$ cat src/rtl/riscv_pipe_pkg.sv
// Shared types for the ID/EX boundary of the 64-bit pipeline: the ID/EX register
// payload and the operand forwarding select encoding.
package riscv_pipe_pkg;

   localparam int XLEN       = 64;
   localparam int REG_ADDR_W = 5;
   localparam int CTRL_W     = 16;

   typedef enum logic [1:0] {
      FWD_ZERO = 2'd0,
      FWD_MEM  = 2'd1,
      FWD_WB   = 2'd2,
      FWD_RF   = 2'd3
   } fwd_sel_e;

   typedef struct packed {
      logic [XLEN-1:0]       op_a;
      logic [XLEN-1:0]       op_b;
      logic [XLEN-1:0]       imm;
      logic [XLEN-1:0]       pc;
      logic [REG_ADDR_W-1:0] rd;
      logic                  regwrite;
      logic                  is_load;
      logic [CTRL_W-1:0]     ctrl;
   } id_ex_t;

endpackage

$ cat src/rtl/operand_fwd_mux.sv
// Combinational forwarding select for one source operand.
// The WB leg exists only when ORS_WB_BYPASS_EN is defined.
module operand_fwd_mux
   import riscv_pipe_pkg::*;
#(
   parameter int DATA_WIDTH    = XLEN,
   parameter int ADDRESS_WIDTH = REG_ADDR_W
) (
   input  logic [ADDRESS_WIDTH-1:0] rs,
   input  logic [DATA_WIDTH-1:0]    rf_data,
   input  logic                     mem_regwrite,
   input  logic [ADDRESS_WIDTH-1:0] mem_rd,
   input  logic [DATA_WIDTH-1:0]    mem_result,
   input  logic                     wb_regwrite,
   input  logic [ADDRESS_WIDTH-1:0] wb_rd,
   input  logic [DATA_WIDTH-1:0]    wb_data,
   output logic [DATA_WIDTH-1:0]    operand
);

   fwd_sel_e sel_s;

`ifndef ORS_WB_BYPASS_EN
   // Without the bypass the register file commits on the falling edge, so rf_data already carries WB.
   logic unused_wb_s;
   assign unused_wb_s = ^{wb_regwrite, wb_rd, wb_data};
`endif

   // Priority select: x0, then the younger MEM result, then WB, then the register file
   always_comb begin
      sel_s = FWD_RF;
      if (rs == {ADDRESS_WIDTH{1'b0}}) begin
         sel_s = FWD_ZERO;
      end else if (mem_regwrite && (mem_rd == rs)) begin
         sel_s = FWD_MEM;
`ifdef ORS_WB_BYPASS_EN
      end else if (wb_regwrite && (wb_rd == rs)) begin
         sel_s = FWD_WB;
`endif
      end else begin
         sel_s = FWD_RF;
      end
   end

   // Operand data steering
   always_comb begin
      operand = {DATA_WIDTH{1'b0}};
      case (sel_s)
         FWD_ZERO: operand = {DATA_WIDTH{1'b0}};
         FWD_MEM:  operand = mem_result;
`ifdef ORS_WB_BYPASS_EN
         FWD_WB:   operand = wb_data;
`else
         FWD_WB:   operand = rf_data;
`endif
         FWD_RF:   operand = rf_data;
         default:  operand = {DATA_WIDTH{1'b0}};
      endcase
   end

endmodule

$ cat src/rtl/operand_read_stage.sv
// ID->EX operand read stage: regfile addressing, MEM/WB forwarding, load-use bubbles and
// the ID/EX register with valid/ready toward EX. Optional WB bypass: ORS_WB_BYPASS_EN.
module operand_read_stage
   import riscv_pipe_pkg::*;
#(
   parameter int DATA_WIDTH    = XLEN,
   parameter int ADDRESS_WIDTH = REG_ADDR_W,
   parameter int CTRL_WIDTH    = CTRL_W
) (
   input  logic                     clk,
   input  logic                     reset_n,
   input  logic                     id_valid,
   output logic                     id_ready,
   input  logic [ADDRESS_WIDTH-1:0] id_rs1,
   input  logic [ADDRESS_WIDTH-1:0] id_rs2,
   input  logic [ADDRESS_WIDTH-1:0] id_rd,
   input  logic                     id_use_rs1,
   input  logic                     id_use_rs2,
   input  logic                     id_regwrite,
   input  logic                     id_is_load,
   input  logic [DATA_WIDTH-1:0]    id_imm,
   input  logic [DATA_WIDTH-1:0]    id_pc,
   input  logic [CTRL_WIDTH-1:0]    id_ctrl,
   output logic [ADDRESS_WIDTH-1:0] ra1,
   output logic [ADDRESS_WIDTH-1:0] ra2,
   input  logic [DATA_WIDTH-1:0]    rd1,
   input  logic [DATA_WIDTH-1:0]    rd2,
   input  logic                     mem_regwrite,
   input  logic [ADDRESS_WIDTH-1:0] mem_rd,
   input  logic [DATA_WIDTH-1:0]    mem_result,
   input  logic                     wb_regwrite,
   input  logic [ADDRESS_WIDTH-1:0] wb_rd,
   input  logic [DATA_WIDTH-1:0]    wb_data,
   input  logic                     flush,
   input  logic                     ex_ready,
   output logic                     ex_valid,
   output logic [DATA_WIDTH-1:0]    ex_op_a,
   output logic [DATA_WIDTH-1:0]    ex_op_b,
   output logic [DATA_WIDTH-1:0]    ex_imm,
   output logic [DATA_WIDTH-1:0]    ex_pc,
   output logic [ADDRESS_WIDTH-1:0] ex_rd,
   output logic                     ex_regwrite,
   output logic                     ex_is_load,
   output logic [CTRL_WIDTH-1:0]    ex_ctrl
);

   logic [DATA_WIDTH-1:0] op_a_s;
   logic [DATA_WIDTH-1:0] op_b_s;
   logic                  hazard_s;
   logic                  id_ready_s;
   logic                  accept_s;
   id_ex_t                next_s;
   id_ex_t                stage_r;
   logic                  valid_r;

   assign ra1 = id_rs1;
   assign ra2 = id_rs2;

   operand_fwd_mux #(.DATA_WIDTH(DATA_WIDTH), .ADDRESS_WIDTH(ADDRESS_WIDTH)) u_fwd_a (
      .rs           (id_rs1),
      .rf_data      (rd1),
      .mem_regwrite (mem_regwrite),
      .mem_rd       (mem_rd),
      .mem_result   (mem_result),
      .wb_regwrite  (wb_regwrite),
      .wb_rd        (wb_rd),
      .wb_data      (wb_data),
      .operand      (op_a_s)
   );

   operand_fwd_mux #(.DATA_WIDTH(DATA_WIDTH), .ADDRESS_WIDTH(ADDRESS_WIDTH)) u_fwd_b (
      .rs           (id_rs2),
      .rf_data      (rd2),
      .mem_regwrite (mem_regwrite),
      .mem_rd       (mem_rd),
      .mem_result   (mem_result),
      .wb_regwrite  (wb_regwrite),
      .wb_rd        (wb_rd),
      .wb_data      (wb_data),
      .operand      (op_b_s)
   );

   // A load in the ID/EX register has no data until MEM, so a dependent reader waits one cycle
   always_comb begin
      hazard_s = 1'b0;
      if (valid_r && stage_r.is_load && (stage_r.rd != {ADDRESS_WIDTH{1'b0}})) begin
         hazard_s = (id_use_rs1 && (id_rs1 == stage_r.rd)) ||
                    (id_use_rs2 && (id_rs2 == stage_r.rd));
      end else begin
         hazard_s = 1'b0;
      end
   end

   assign id_ready_s = !hazard_s && (!valid_r || ex_ready);
   assign accept_s   = id_valid && id_ready_s;
   assign id_ready   = id_ready_s;

   // Payload presented to the ID/EX register on an accepting edge
   always_comb begin
      next_s          = stage_r;
      next_s.op_a     = op_a_s;
      next_s.op_b     = op_b_s;
      next_s.imm      = id_imm;
      next_s.pc       = id_pc;
      next_s.rd       = id_rd;
      next_s.regwrite = id_regwrite;
      next_s.is_load  = id_is_load;
      next_s.ctrl     = id_ctrl;
   end

   // ID/EX register: flush beats capture, capture beats drain, otherwise hold for EX
   always_ff @(posedge clk or negedge reset_n) begin
      if (!reset_n) begin
         valid_r <= 1'b0;
         stage_r <= id_ex_t'({$bits(id_ex_t){1'b0}});
      end else if (flush) begin
         valid_r <= 1'b0;
      end else if (accept_s) begin
         valid_r <= 1'b1;
         stage_r <= next_s;
      end else if (ex_ready) begin
         valid_r <= 1'b0;
      end else begin
         valid_r <= valid_r;
      end
   end

   assign ex_valid    = valid_r;
   assign ex_op_a     = stage_r.op_a;
   assign ex_op_b     = stage_r.op_b;
   assign ex_imm      = stage_r.imm;
   assign ex_pc       = stage_r.pc;
   assign ex_rd       = stage_r.rd;
   assign ex_regwrite = stage_r.regwrite;
   assign ex_is_load  = stage_r.is_load;
   assign ex_ctrl     = stage_r.ctrl;

endmodule

$ cat config.mk
export PLATFORM = sky130hd
export DESIGN_NAME = operand_read_stage
export DESIGN_NICKNAME = d
export VERILOG_FILES = /design/src/rtl/riscv_pipe_pkg.sv /design/src/rtl/operand_fwd_mux.sv /design/src/rtl/operand_read_stage.sv
export SDC_FILE = /design/constraint.sdc
export NUM_CORES = 1
export LEC_CHECK = 0
export BUFFER_PORTS_ARGS = -buffer_cell sky130_fd_sc_hd__buf_2
export CORE_AREA = 2 2 283 285
export DETAILED_ROUTE_END_ITERATION = 6
export DIE_AREA = 0 0 285 287
export GPL_TIMING_DRIVEN = 0
export PLACE_DENSITY_LB_ADDON = 0.3
export SYNTH_ARGS = -nofsm -noshare
export SYNTH_HDL_FRONTEND = slang
export SYNTH_SLANG_ARGS = --single-unit
$ cat constraint.sdc
create_clock -name clk -period 2.45 [get_ports clk]
set_input_delay 0.1225 -clock clk [delete_from_list [all_inputs] [get_ports clk]]
set_output_delay 0.1225 -clock clk [all_outputs]
set_load 0.1 [all_outputs]
==> results.sh, run 1 <==
export IMPL_final_layout_size_suffix_gt1_share_pct=53.5
export IMPL_worstPathCellList="or3_4 > o311a_4 > a2111oi_4 > buf_6 > clkbuf_16 > buf_12 > buf_8 > mux2_2"
export IMPL_fin_cells=3075
export IMPL_fin_skew_ns=0.0167
export IMPL_required_ns=2.88
export IMPL_internal_power_mw=11.0
export IMPL_antenna_found_initial=11
export IMPL_clk_insertion_delay_late_ns=0.54
export IMPL_vias=12761
export IMPL_fin_ws_ns=-0.213
export IMPL_cellPowerDensity_nw_per_um2=990
export IMPL_comb_power_share_pct=46.7
export IMPL_viasPerCell=4.15
export IMPL_setup_tns_ns=-40.00
export IMPL_netlist_area_um2=12900
export IMPL_root_buffer="clkbuf_16"
export IMPL_slew_violations=0
export IMPL_clock_sinks=280
export IMPL_synth_seq_cells=280
export IMPL_gp_congestion=0.944
export IMPL_area_growth_pct=69.5
export IMPL_gr_total_overflow=0
export IMPL_switchingPower_mw=10.6
export IMPL_peakVddDrop_mv=0.731
export IMPL_cp_slowest_stage_delay_ns=0.48
export IMPL_slowest_stage="dfrtp_4"
export IMPL_rows=103
export IMPL_io_buffers=656
export IMPL_min_period_over_period_pct=109
export IMPL_start_util_pct=16.4
export IMPL_dp_hpwl_um=47800
export IMPL_cts_tree="built"
export IMPL_die_height_um=287
export IMPL_wl_per_cell_um=20.9
export IMPL_cts_max_path_buffers=3
export IMPL_clkTransAtPathRegs_ns=0.06
export IMPL_ys_types=24
export IMPL_synth_fp_nets=1528
export IMPL_design_core_area_um2=78600
export IMPL_drtAntennaViolNets=0
export IMPL_first_iter_violations=452
export IMPL_dr_pass1_iters=4
export IMPL_seqPwrFrac_pct=27.6
export IMPL_ys_warnings_count=0
export IMPL_sw_frac_of_total_pct=49.2
export IMPL_slew_headroom_pct=22.7
export IMPL_grt_max_degree=113
export IMPL_critPathMaxFanout=6
export IMPL_grt_pass1_vias=13756
export IMPL_numCtsBuffers=37
export IMPL_startpoint_type="register"
export IMPL_h_tree_depth=2
export IMPL_nets=2430
export IMPL_ys_seq_area_share_pct=54.4
export IMPL_cp_num_buf_inv=4
export IMPL_dp_cells=2803
export IMPL_fin_crit_ns=2.66
export IMPL_synth_avg_cell_area_um2=11.8
export IMPL_num_io_pins=727
export IMPL_critPathTopFamily="compound AO/OA/AOI/OAI gates"
export IMPL_p_leak_nw=9.79
export IMPL_crit_type="reg2reg"
export IMPL_maxCapViolations=0
export IMPL_route_detailed_drc=0
export IMPL_crit_path_end_kind="register"
export IMPL_grt_pass1_wl_um=90800
export IMPL_grtUsageTotal_pct=14.9
export IMPL_max_freq_ghz=0.376
export IMPL_die_area_um2=81800
export IMPL_die_w_um=285
export IMPL_status="complete, but fails checks"
export IMPL_hp_class="in2reg"
export IMPL_hold_viol_final=0
export IMPL_clkPwrFrac_pct=25.7
export IMPL_wl_um=64400
export IMPL_setup_viol_count_final=273
export IMPL_arrival_ns=3.09
export IMPL_violations="negative setup slack"
export IMPL_rsz0062_at_grt="yes"
export IMPL_worst_pin_slew_ns=1.16
export IMPL_synthCells=1092
state kept, by name, summed over array words and instances, names as in the netlist:
register	cells
ex_op_b	64
ex_op_a	64
ex_imm	64
ex_pc	64
ex_regwrite	1
ex_is_load	1
ex_rd	5
ex_ctrl	16
ex_valid	1
final cells by class:
type	count	area, um^2
antenna	3	7.51
buffer	101	761
clock buffer	55	1080
clock inverter	12	146
fill	8290	56800
inverter	1	3.75
multi-input combinational	707	5820
sequential	280	7020
tap	1050	1310
timing repair buffer	866	5690
per-stage QoR:
| stage | instance area (um^2) | setup slack [ns] | hold slack (ns) | util, % | total power, mW |
|---|---|---|---|---|---|
| floorplan | 13000 | -0.248 | -0.173 | - | 13.5 |
| global placement | 17600 | -5.24 | 0.355 | 22.4 | 15.5 |
| detailed placement | 17700 | -1.14 | 0.122 | 22.5 | 15.6 |
| CTS | 21500 | -0.302 | 0.0000401 | 27.4 | 21.8 |
| global route | 21800 | -0.321 | 0.0273 | 27.8 | 22.4 |
| finish | 21800 | -0.213 | 0.0376 | 27.8 | 21.6 |
metal layers:
layer / up-vias / part of all wire, % / GRT usage, %
met5: - / 0.048 / 0
met4: 6 / 2.9 / 4.62
met3: 97 / 6.3 / 3.60
met2: 534 / 51 / 27.2
met1: 6366 / 39 / 17.1
li1: 5758 / - / -
path summary, 6_finish.rpt:
kind / start / endpoint / slack (ns) / cells past startpoint
max: ex_rd[0]$_DFFE_PN0P_ / ex_imm[48]$_DFFE_PN0P_ / -0.21 / 8
min: rd2[34] / ex_op_b[34]$_DFFE_PN0P_ / 0.04 / 4
max reg2reg: ex_rd[0]$_DFFE_PN0P_ / ex_imm[48]$_DFFE_PN0P_ / -0.21 / 8
min reg2reg: ex_ctrl[3]$_DFFE_PN0P_ / ex_ctrl[3]$_DFFE_PN0P_ / 0.50 / 1
max in group asynchronous: reset_n / ex_rd[0]$_DFFE_PN0P_ / 1.23 / 3
min in group asynchronous: reset_n / ex_op_a[14]$_DFFE_PN0P_ / 0.14 / 2
power by group through the flow:
| stage | clock network, mW | registers [mW] | logic, mW |
|---|---|---|---|
| floorplan | 0 | 12.1 | 1.33 |
| global placement | 0 | 6.00 | 9.48 |
| detailed placement | 0 | 6.02 | 9.54 |
| CTS | 5.77 | 5.96 | 10.1 |
| global route | 5.94 | 6.07 | 10.4 |
| finish | 5.55 | 5.97 | 10.1 |
worst reg2reg max path: stages (launching register included):
cell       delay (ns)
dfrtp_4          0.48
or3_4            0.40
o311a_4          0.33
a2111oi_4        0.33
buf_6            0.21
clkbuf_16        0.22
buf_12           0.15
buf_8            0.11
mux2_2           0.33
Yosys cell counts:
cell | n | area share (%)
dfrtp_1 | 280 | 54
mux2_2 | 279 | 24
a21oi_1 | 129 | 5.0
nand3_1 | 128 | 5.0
o21ai_0 | 128 | 5.0
clkbuf_1 | 54 | 1.6
buf_2 | 28 | 1.1
xnor2_1 | 20 | 1.4
buf_1 | 12 | 0.35
buf_4 | 10 | 0.58
nand2_1 | 4 | 0.12
nand4_1 | 4 | 0.19
and2_1 | 2 | 0.097
and4_1 | 2 | 0.14
nor2_1 | 2 | 0.058
or4_1 | 2 | 0.12
a2111oi_4 | 1 | 0.21
a21boi_0 | 1 | 0.058
inv_1 | 1 | 0.029
nor2b_1 | 1 | 0.049
o21ba_2 | 1 | 0.078
o22ai_1 | 1 | 0.049
o311a_1 | 1 | 0.078
or3_1 | 1 | 0.049
layout by cell type, fill, tap and decap left out, types with 6 or more instances in the layout:
cell	synthesis	routed
a21oi_1	129	128
buf_1	12	12
buf_12	0	18
buf_2	28	654
buf_4	10	23
buf_6	0	6
buf_8	0	14
clkbuf_1	54	59
clkbuf_16	0	48
clkbuf_8	0	10
clkinv_2	0	6
dfrtp_1	280	275
dlygate4sd3_1	0	172
mux2_2	279	177
mux2_4	0	102
nand3_1	128	128
o21ai_0	128	128
xnor2_1	20	20
what timing repair did:
item                                    CTS  global route
hold endpoints to repair                230             0
pin swaps                                 1             1
gates resized for setup                 147            40
buffers inserted                         14             8
cloned                                    5             8
endpoints found under the setup margin  280           281
hold buffers                            172             0
cells by family (layout without fill, tap and decap cells):
kind of cell / Yosys count / after routing / share of synthesized area [%]
flops: 280 / 280 / 54.4
other cells: 0 / 3 / 0
mux: 279 / 279 / 24.4
compound gates: 262 / 262 / 10.5
buf+inv: 105 / 1035 / 3.62
xor+xnor: 20 / 20 / 1.36
simple gates: 146 / 146 / 5.79
No activity file was read; power rests on OpenSTA's default activity.
==> run 2, diff against run 1 <==
- CORE_AREA: 2 2 283 285 -> 2 2 285 287
- CTS_BUF_LIST: unset -> sky130_fd_sc_hd__clkbuf_8
- DIE_AREA: 0 0 285 287 -> 0 0 287 289
- SLEW_MARGIN: unset -> 20
==> run 2 against run 1 <==
The flow still finishes with violations (negative setup slack). Die area is 1.4% higher. Clock skew increased by 0.015 ns. Core utilization up 3.1 points. Flip-flop and latch count unchanged. Clock power down 10%. Sequential share of layout area is 3.7 points lower. First-iteration DRC count up 49%. Via count is 9.0% higher.
==> results.sh, run 2 (synthesis gave the netlist of run 1 again) <==
export IMPL_numCtsBuffers=53
export IMPL_cts_max_path_buffers=3
export IMPL_die_w_um=287
export IMPL_fin_cells=3328
export IMPL_crit_type="reg2reg"
export IMPL_grtUsageTotal_pct=15.2
export IMPL_hold_viol_final=0
export IMPL_fin_skew_ns=0.0314
export IMPL_fillCellCount=8123
export IMPL_peakVddDrop_mv=0.652
export IMPL_io_buffers=656
export IMPL_hp_class="in2reg"
export IMPL_dp_hpwl_um=48000
export IMPL_grt_pass1_vias=14927
export IMPL_max_freq_ghz=0.369
export IMPL_setup_viol_count_final=280
export IMPL_grt_max_degree=94
export IMPL_route_detailed_drc=0
export IMPL_slew_headroom_pct=32.1
export IMPL_gr_total_overflow=0
export IMPL_required_ns=2.95
export IMPL_clock_sinks=280
export IMPL_startpoint_type="register"
export IMPL_final_layout_size_suffix_gt1_share_pct=50.2
export IMPL_first_iter_violations=674
export IMPL_vias=13914
export IMPL_critPathMaxFanout=6
export IMPL_design_core_area_um2=79900
export IMPL_arrival_ns=3.21
export IMPL_area_growth_pct=91.7
export IMPL_die_height_um=289
export IMPL_grt_pass1_wl_um=94100
export IMPL_cts_tree="built"
export IMPL_cellPowerDensity_nw_per_um2=880
export IMPL_layout_common_cells="655 x buf_2, 360 x dlygate4sd3_1, 275 x dfrtp_1"
export IMPL_clkTransAtPathRegs_ns=0.06
export IMPL_wl_per_cell_um=20.5
export IMPL_clk_insertion_delay_late_ns=0.64
export IMPL_dpl_worst_slack_ns=-0.809
export IMPL_slew_violations=0
export IMPL_drtAntennaViolNets=0
export IMPL_start_util_pct=16.1
export IMPL_fin_crit_ns=2.71
export IMPL_violations="negative setup slack"
export IMPL_viasPerCell=4.18
export IMPL_dp_cells=2820
export IMPL_min_period_over_period_pct=111
export IMPL_dr_pass1_iters=6
export IMPL_wl_um=68100
export IMPL_rows=104
export IMPL_gp_congestion=0.946
export IMPL_root_buffer="clkbuf_8"
export IMPL_h_tree_depth=2
export IMPL_status="complete, but fails checks"
export IMPL_nets=2656
export IMPL_crit_path_end_kind="register"
export IMPL_die_area_um2=82900
export IMPL_slowest_stage="dfrtp_4"
export IMPL_cp_slowest_stage_delay_ns=0.47
export IMPL_worst_pin_slew_ns=1.02
export IMPL_rsz0062_at_grt="yes"
export IMPL_finalPower_mw=21.7
export IMPL_antenna_found_initial=8
export IMPL_final_common_cell="buf_2"
export IMPL_num_io_pins=727
export IMPL_p_leak_nw=11.3
export IMPL_worstPathCellList="or3_4 > o311a_4 > a2111oi_4 > buf_6 > buf_4 > buf_12 > clkbuf_16 > mux2_2"
export IMPL_fin_ws_ns=-0.260
export IMPL_maxCapViolations=0
## run 2: cell count changes in the layout (fill, tap and decap cells not counted), moves of 11 or more
cell,change
mux2_2,-119
clkbuf_16,-34
clkbuf_8,+64
clkbuf_1,-11
inv_1,+15
mux2_4,+119
dlygate4sd3_1,+188
buf_12,+23
## run 2: cell type report
cell class	count	area, um^2	share of cell area (%)
clock buffer	74	1020	4.12
multi-input combinational	707	6290	25.5
clock inverter	26	146	0.593
inverter	1	3.75	0.0152
timing repair buffer	1079	8090	32.8
buffer	98	791	3.20
tap	1060	1330	5.37
sequential	280	7020	28.4
antenna	3	7.51	0.0304
## run 2: per-stage QoR
step / hold slack [ns] / util (%) / setup TNS (ns) / area (um^2)
6_report: 0.0764 / 30.9 / -43.91 / 24700
5_1_grt: 0.0298 / 30.9 / -61.78 / 24700
4_1_cts: 0.000828 / 30.3 / -67.35 / 24200
3_5_place_dp: 0.00945 / 22.4 / -163.93 / 17900
3_3_place_gp: 0.354 / 22.0 / -1455.79 / 17600
2_1_floorplan: -0.173 / - / -61.21 / 13000
## run 2: power by group
part / internal [mW] / switching (mW) / total (mW)
combinational: 2.66 / 8.10 / 10.8
clock: 2.79 / 2.20 / 4.99
sequential: 5.47 / 0.517 / 5.99
## run 2: final timing paths
kind / slack, ns / depth (start not counted) / from / to
max in group asynchronous: 0.89 / 5 / reset_n / ex_op_a[55]$_DFFE_PN0P_
worst min-delay path: 0.08 / 4 / rd2[20] / ex_op_b[20]$_DFFE_PN0P_
worst min register to register: 0.50 / 1 / ex_op_a[19]$_DFFE_PN0P_ / ex_op_a[19]$_DFFE_PN0P_
worst max register to register: -0.26 / 8 / ex_rd[0]$_DFFE_PN0P_ / ex_imm[42]$_DFFE_PN0P_
worst max-delay path: -0.26 / 8 / ex_rd[0]$_DFFE_PN0P_ / ex_imm[42]$_DFFE_PN0P_
min in group asynchronous: 0.61 / 4 / reset_n / ex_op_a[18]$_DFFE_PN0P_
## run 2: critical path, delay by kind of cell, from the launching register on
kind	cells	cell delay [ns]
AOI/OAI and AO/OA	2	0.71
DFF	1	0.47
muxes	1	0.33
buffers and inverters	4	0.65
and+or+nand+nor	1	0.39
## run 2: per-layer routing
layer	share of wire (%)	GRT usage (%)
met3	6.7	3.46
met2	50	26.8
met5	0.019	0
met4	3.6	6.00
met1	40	17.8
## run 2: repair_timing
action,in CTS,in global routing
endpoints found under the setup margin,280,280
gates resized for setup,218,129
cloned,14,12
buffers inserted,25,12
hold buffers,361,0
hold endpoints to repair,457,0
pin swaps,2,2
==> run 3, diff against run 2 <==
- PLACE_DENSITY: unset -> 0.42
- PLACE_DENSITY_LB_ADDON: 0.3 -> unset
==> run 3 against run 2 <==
The flow still finishes with violations (negative setup slack). Cell count fell by 0.99%. Die area unchanged. Setup slack improved by 0.060 ns. Total power is 0.57% lower.
==> results.sh, run 3 (synthesis gave the netlist of run 1 again) <==
export IMPL_clkTransAtPathRegs_ns=0.06
export IMPL_h_tree_depth=2
export IMPL_antenna_found_initial=9
export IMPL_required_ns=2.97
export IMPL_critPathMaxFanout=10
export IMPL_arrival_ns=3.17
export IMPL_critPathTopFamily="compound AO/OA/AOI/OAI gates"
export IMPL_min_period_over_period_pct=108
export IMPL_sw_frac_of_total_pct=50.1
export IMPL_maxCapViolations=0
export IMPL_fin_util_pct=30.3
export IMPL_hold_viol_final=0
export IMPL_crit_path_end_kind="register"
export IMPL_first_iter_violations=525
export IMPL_worstPathCellList="or3_4 > o311a_4 > a2111oi_4 > buf_4 > buf_12 > clkbuf_16 > buf_12 > mux2_2"
export IMPL_cp_slowest_stage_delay_ns=0.47
export IMPL_start_util_pct=16.1
export IMPL_dp_cells=2818
export IMPL_cts_tree="built"
export IMPL_gr_total_overflow=0
export IMPL_cp_num_buf_inv=4
export IMPL_slew_violations=0
export IMPL_seqPwrFrac_pct=27.7
export IMPL_fin_ws_ns=-0.200
export IMPL_rows=104
export IMPL_clk_insertion_delay_late_ns=0.64
export IMPL_crit_type="reg2reg"
export IMPL_drtAntennaViolNets=0
export IMPL_grt_pass1_wl_um=93200
export IMPL_status="complete, but fails checks"
export IMPL_grt_pass1_vias=14622
export IMPL_final_layout_size_suffix_gt1_share_pct=50.2
export IMPL_wl_um=67200
export IMPL_cts_max_path_buffers=3
export IMPL_dp_hpwl_um=48100
export IMPL_die_w_um=287
export IMPL_slew_headroom_pct=47.4
export IMPL_nets=2627
export IMPL_internal_power_mw=10.8
export IMPL_layout_common_cells="654 x buf_2, 339 x dlygate4sd3_1, 275 x dfrtp_1"
export IMPL_multi_input_area_um2=6310
export IMPL_worst_pin_slew_ns=0.789
export IMPL_cellPowerDensity_nw_per_um2=893
export IMPL_slowest_stage="dfrtp_4"
export IMPL_clkPwrFrac_pct=22.8
export IMPL_crit_top_cell="buf_12"
export IMPL_violations="negative setup slack"
export IMPL_io_buffers=656
export IMPL_num_io_pins=727
export IMPL_switchingPower_mw=10.8
export IMPL_peakVddDrop_mv=0.638
export IMPL_rsz0062_at_grt="yes"
export IMPL_wl_per_cell_um=20.4
export IMPL_root_buffer="clkbuf_8"
export IMPL_gp_congestion=0.925
export IMPL_p_leak_nw=11.1
export IMPL_hp_class="in2reg"
export IMPL_die_area_um2=82900
export IMPL_seqCellArea_um2=7020
export IMPL_route_detailed_drc=0
export IMPL_dr_pass1_iters=5
export IMPL_startpoint_type="register"
export IMPL_area_growth_pct=88.0
export IMPL_viasPerCell=4.15
export IMPL_fin_skew_ns=0.0165
export IMPL_fin_cells=3295
export IMPL_fin_crit_ns=2.65
export IMPL_comb_power_share_pct=49.5
export IMPL_design_core_area_um2=79900
export IMPL_numCtsBuffers=54
export IMPL_die_height_um=289
export IMPL_grtUsageTotal_pct=15.0
export IMPL_clock_sinks=280
export IMPL_vias=13688
export IMPL_max_freq_ghz=0.377
export IMPL_setup_viol_count_final=269
export IMPL_fillCellCount=8286
export IMPL_final_common_cell="buf_2"
export IMPL_setup_tns_ns=-35.24
export IMPL_grt_max_degree=88
run 3: per-layer routing:
layer | vias to the layer above | global-route usage, % | share of wire (%)
met2 | 613 | 27.1 | 50
met3 | 150 | 4.16 | 7.1
met4 | 14 | 5.68 | 3.5
met5 | - | 0 | 0.13
met1 | 6755 | 16.8 | 39
li1 | 6156 | - | -
run 3: worst reg2reg max path: stages, from the launching register on:
cell and delay (ns):
dfrtp_4 0.47, or3_4 0.39, o311a_4 0.33, a2111oi_4 0.34, buf_4 0.19, buf_12 0.13, clkbuf_16 0.18, buf_12 0.16
mux2_2 0.35
run 3: area by class of cell:
type / instances / area share (%)
inverter: 1 / 0.0155
clock inverter: 33 / 0.982
multi-input combinational: 707 / 26.1
antenna: 3 / 0.0310
buffer: 99 / 3.37
timing repair buffer: 1048 / 31.5
clock buffer: 64 / 3.64
tap: 1060 / 5.48
sequential: 280 / 29.0
run 3: power by group through the flow:
stage                     clock (mW)  sequential (mW)  combinational [mW]
after floorplan                    0             12.1                1.33
after global placement             0             5.99                9.50
after detailed placement           0             6.01                9.55
after CTS                       5.15             5.95                10.4
after global routing            5.37             6.08                11.0
final                           4.93             5.98                10.7
run 3: repair_timing:
| action | 4_1_cts | 5_1_grt |
|---|---|---|
| pin swaps | 2 | 1 |
| endpoints found under the setup margin | 280 | 280 |
| gates resized for setup | 171 | 182 |
| endpoints found under the hold margin | 470 | 0 |
| cloned | 7 | 8 |
| hold buffers | 340 | 0 |
| setup buffers | 16 | 16 |
run 3: final timing paths:
| kind | end | cells past startpoint | slack, ns | from |
|---|---|---|---|---|
| min in group asynchronous | ex_ctrl[1]$_DFFE_PN0P_ | 3 | 0.09 | reset_n |
| worst max-delay path | ex_imm[37]$_DFFE_PN0P_ | 8 | -0.20 | ex_rd[0]$_DFFE_PN0P_ |
| worst max register to register | ex_imm[37]$_DFFE_PN0P_ | 8 | -0.20 | ex_rd[0]$_DFFE_PN0P_ |
| worst min register to register | ex_pc[30]$_DFFE_PN0P_ | 1 | 0.50 | ex_pc[30]$_DFFE_PN0P_ |
| max in group asynchronous | ex_op_b[13]$_DFFE_PN0P_ | 4 | 1.55 | reset_n |
| worst min-delay path | ex_op_a[62]$_DFFE_PN0P_ | 4 | 0.06 | rd1[62] |
run 3: per-stage QoR:
stage	worst slack, ns	area, um^2	total power [mW]	hold WS [ns]
floorplan	-0.248	13000	13.5	-0.173
global placement	-5.28	17600	15.5	0.355
detailed placement	-0.681	17800	15.6	0.0623
CTS	-0.301	23400	21.5	0.00246
global route	-0.263	24200	22.5	0.00463
finish	-0.200	24200	21.6	0.0629
